[config.mk]
export PLATFORM = sky130hd
export DESIGN_NAME = seq_restoring_divider
export DESIGN_NICKNAME = d
export VERILOG_FILES = /design/src/rtl/seq_restoring_divider.sv
export SDC_FILE = /design/constraint.sdc
export NUM_CORES = 1
export LEC_CHECK = 0
export BUFFER_PORTS_ARGS = -buffer_cell sky130_fd_sc_hd__buf_2
export CORE_ASPECT_RATIO = 0.75
export CORE_UTILIZATION = 55
export CTS_BUF_LIST = sky130_fd_sc_hd__clkbuf_2
export CTS_CLUSTER_DIAMETER = 50
export CTS_CLUSTER_SIZE = 8
export DETAILED_ROUTE_END_ITERATION = 12
export PLACE_DENSITY_LB_ADDON = 0.08
export SLEW_MARGIN = 5
export SYNTH_ARGS = -nofsm -noshare
export SYNTH_HDL_FRONTEND = slang
export SYNTH_SLANG_ARGS = --single-unit
[constraint.sdc]
create_clock -name clk -period 3.85 [get_ports clk]
set_input_delay 0.385 -clock clk [delete_from_list [all_inputs] [get_ports clk]]
set_output_delay 0.385 -clock clk [all_outputs]
set_load 0.005 [all_outputs]
[src/rtl/seq_restoring_divider.sv]
// seq_restoring_divider: iterative unsigned restoring divider, one quotient bit per clock, valid/ready in and out
module seq_restoring_divider #(
  parameter int N = 8,
  parameter int M = 4
) (
  input  logic         clk,
  input  logic         rst,
  input  logic         in_valid,
  output logic         in_ready,
  input  logic [N-1:0] dividend,
  input  logic [M-1:0] divisor,
  output logic         out_valid,
  input  logic         out_ready,
  output logic [N-1:0] quotient,
  output logic [M-1:0] remainder,
  output logic         div_zero
);
  localparam int CW = (N > 1) ? $clog2(N) : 1;
  typedef enum logic [1:0] {IDLE, CALC, DONE} state_t;
  state_t        state_q, state_d;
  logic [CW-1:0] count_q, count_d;
  logic [N-1:0]  sr_q, sr_d;
  logic [M-1:0]  div_q, div_d;
  logic [M-1:0]  p_q, p_d;
  logic          dz_q, dz_d;
  logic [M:0]    p_sh;
  logic          ge;
  // Dividend bits leave at the top of sr while quotient bits enter at the bottom,
  // so after N steps sr holds the quotient. P stays below the divisor, so M bits suffice.
  assign p_sh = {p_q, sr_q[N-1]};
  assign ge   = p_sh >= {1'b0, div_q};
  assign in_ready  = state_q == IDLE;
  assign out_valid = state_q == DONE;
  assign quotient  = out_valid ? sr_q : '0;
  assign remainder = out_valid ? p_q : '0;
  assign div_zero  = dz_q;
  always_comb begin
    state_d = state_q;
    count_d = count_q;
    sr_d    = sr_q;
    div_d   = div_q;
    p_d     = p_q;
    dz_d    = dz_q;
    if (state_q == IDLE && in_valid) begin
      div_d   = divisor;
      count_d = '0;
      state_d = (divisor == '0) ? DONE : CALC;
      sr_d    = (divisor == '0) ? '1 : dividend;
      p_d     = (divisor == '0) ? dividend[M-1:0] : '0;
      dz_d    = divisor == '0;
    end else if (state_q == CALC) begin
      p_d     = ge ? M'(p_sh - {1'b0, div_q}) : p_sh[M-1:0];
      sr_d    = {sr_q[N-2:0], ge};
      count_d = count_q + CW'(1);
      state_d = (count_q == CW'(N - 1)) ? DONE : CALC;
    end else if (state_q == DONE && out_ready) begin
      state_d = IDLE;
      dz_d    = 1'b0;
    end
  end
  always_ff @(posedge clk or posedge rst) begin
    if (rst) begin
      state_q <= IDLE;
      count_q <= '0;
      sr_q    <= '0;
      div_q   <= '0;
      p_q     <= '0;
      dz_q    <= 1'b0;
    end else begin
      state_q <= state_d;
      count_q <= count_d;
      sr_q    <= sr_d;
      div_q   <= div_d;
      p_q     <= p_d;
      dz_q    <= dz_d;
    end
  end
endmodule

==> metrics.md <==
| Metric | Value |
|---|---|
| Outcome | finished, final reports clean |
| Synth area leader | dfrtp_1 |
| PortBufs | 30 |
| Num ports | 31 |
| Area grow syn2layout | 15.2% |
| Post-synthesis cell type count | 46 |
| Main synth FF type | dfrtp_1 |
| Layout Skew | 0.0278 ns |
| Critical path type | reg -> out |
| Reg-to-reg startpoint | p_q[1] |
| PwrDens | 819 nW/um2 |
| Crit path buf inv count | 1 |
| WP data required | 3.46 ns |
| DRT Pass-1 Iters | 4 |
| GRT Util Overall | 25.3% |
| Clock latency on the worst-skew pair | 0.35 ns |
| Drt first-iter violations | 56 |
| Initial antenna violation count | 0 |
| RSZ-0062 raised after global routing | false |
| H-Tree Depth | 1 |
| Ys Warns | 0 |
| Diodes inserted | 0 |
| Final core occ | 70.8% |
| Final Hold Violating Endpoints | 0 |
| Synth Area per Inst | 9.30 um2 |
| Worst Max-Slew Pin Slew | 0.831 ns |
| CP max FO | 14 |
| Post-synthesis async set-or-reset flop share | 100% |
| Cell Area, Synth | 1300 um2 |
| Routed vias | 1104 |
| Layout cells sized above 1 | 25.7% |
| Tmin final | 2.03 ns |
| Worst Path Arrival | 1.64 ns |
| Overflow after GRT | 0 |
| Hold Path Class | in -> async |
| Clk buf depth | 2 |
| DIE HEIGHT | 44.1 um |
| Slew Viols, Final | 0 |
| Post-CTS setup buffer count | 0 |
| Syn Nets | 163 |
| Synth Instances | 140 |
| Initial Utilization | 61.5% |
| Critical path's slowest cell | dfrtp_1 |
| Die X | 58.2 um |
| Quantity of gates resized following cts | 0 |
| Fmax | 493 MHz |
| Number of synthesized register bits | 22 |
| EDFF count, synth | 0 |
| Clk sinks | 22 |
| Crit path capture type | output port |
| Reg2reg setup slack | 1.94 ns |
| Register-to-Register Path Depth | 6 |
| Part of the Yosys area used for sequential elements | 42.3% |
| Inserted Clock Buffers | 3 |
| Placed Cells | 195 |
| CP max stage delay | 0.52 ns |
| Maxcap violations | 0 |
| Drt total wl | 2.82 mm |
| Vias in the first global route | 970 |
| Setup violation total in the final timing report | 0 |
| CTS tree | yes |
| Core area | 2120 um2 |
| Die area | 2570 um2 |
| Nets@finish | 191 |
| Maximum vdd drop | 0.000524 V |
| Detailed placer's ending HPWL | 2.09 mm |
| First-pass GRT wire length | 4.73 mm |
| Fin crit share | 52.6% |
| Design Power | 1230 uW |
| Pin count of the biggest net entering global routing | 23 |
| RePlAce Congestion | 0.789 |
| Crit-path leading delay family | simple AND/OR/NAND/NOR gates |
| Share of the synthesized area in the top cell type | 42.3% |
| Startpoint class of the critical path | register |
| Avg WL per Cell | 14.2 um |
| Root Driver | clkbuf_2 |
| Worst-path clk slew | 0.23 ns |
| # DRC | 0 |
| Area contributors post-synth | dfrtp_1 42%, and2_1 6.2%, ha_1 5.8% |
| ANT nets after route | 0 |
| Hold_buf cts | 0 |
| Reg-to-reg endpoint | p_q[1] |
| Fin cells | 199 |
| Via density per instance | 5.55 |
| Relative slew slack | 44.5% |
| Pleak | 0.000732 uW |
| Critical-path cell list | and2b_1 -> and2_1 -> buf_2 |
| Final setup TNS | 0 ns |
| Row count | 14 |
-- worst reg2reg max path, cell delays in order (launching register included) --
cell      delay [ns]
dfrtp_1         0.46
ha_1            0.34
a21oi_2         0.16
o21ai_1         0.11
a21boi_2        0.33
mux2i_1         0.13
a221o_1         0.32
-- through the flow --
stage	hold slack, ns	area, um2	worst slack, ns
2_1_floorplan	0.374	1300	2.13
3_3_place_gp	0.457	1460	2.05
3_5_place_dp	0.481	1460	1.96
4_1_cts	0.165	1500	1.79
5_1_grt	0.207	1500	1.68
6_report	0.147	1500	1.82
-- metal layers --
metal / part of all wire, % / wire [um] / vias to the layer above / global-route usage [%]
li1: - / - / 548 / -
met1: 48 / 1350 / 524 / 37.5
met2: 45 / 1270 / 30 / 37.2
met3: 6.7 / 188 / 2 / 6.43
met4: 0.71 / 20 / 0 / 6.67
met5: 0 / 0 / - / 0
-- logic make-up after synthesis --
| kind of cell | Yosys count | synth area share (%) |
|---|---|---|
| flops | 22 | 42.3 |
| mux | 1 | 0.769 |
| simple gates | 57 | 24.7 |
| compound gates | 38 | 19.4 |
| fa+ha+maj | 7 | 7.30 |
| xor+xnor | 1 | 0.673 |
| buf+inv | 14 | 4.90 |
-- placed cells by master, fill, tap and decap left out, drive strengths merged, types with 2 or more instances in the layout --
master   n
a21oi    4
ha       6
nand2   18
o22ai    6
o211ai   2
nand4    2
or4      2
clkbuf   3
a21o     2
nor2b    3
nand3    2
and2    14
inv      7
nor2     7
dfrtp   22
buf     30
o21ai   14
a22o     2
-- cells in the mapped netlist (2+ instances only) --
| cell | number |
|---|---|
| nor2b_1 | 3 |
| a21o_1 | 2 |
| clkbuf_1 | 3 |
| a22o_1 | 2 |
| o22ai_1 | 6 |
| o21ai_0 | 6 |
| and2_1 | 13 |
| a21oi_1 | 3 |
| o21ai_1 | 8 |
| buf_2 | 3 |
| or4_4 | 2 |
| nor2_1 | 5 |
| nand4_1 | 2 |
| dfrtp_1 | 22 |
| ha_1 | 6 |
| nand3_1 | 2 |
| inv_1 | 7 |
| nand2_1 | 17 |
-- state kept, by name, summed over array words and instances (netlist names) --
signal / cells
div_zero: 1
sr_q: 8
count_q: 3
p_q: 4
div_q: 4
state_q: 2
-- layout make-up --
type	count	area (um2)
multi-input cells	104	688
clock buffers	3	15.0
repair buffers	30	150
inverters	7	26.3
flip-flops and latches	22	551
well taps	32	40.0
fillers	170	619
clock inverters	1	30.0
-- power by group --
part / switching [uW] / internal (uW) / leakage (uW) / total, uW
registers: 89.5 / 339 / 0.000268 / 428
clock network: 73.7 / 89.6 / 0.0000266 / 163
logic: 340 / 298 / 0.000438 / 638
total: 504 / 726 / 0.000732 / 1230
-- worst max-delay path by stage --
stage	endpoint	slack (ns)	depth (start not counted)	startpoint
detailed placement	p_q[1]	1.96	6	p_q[1]
global placement	p_q[1]	2.05	6	p_q[1]
floorplan	p_q[1]	2.13	6	p_q[1]
global route	quotient[4]	1.68	3	state_q[0]
finish	quotient[7]	1.82	3	state_q[0]
CTS	quotient[7]	1.79	3	state_q[0]
(Power assumes the default switching activity.)
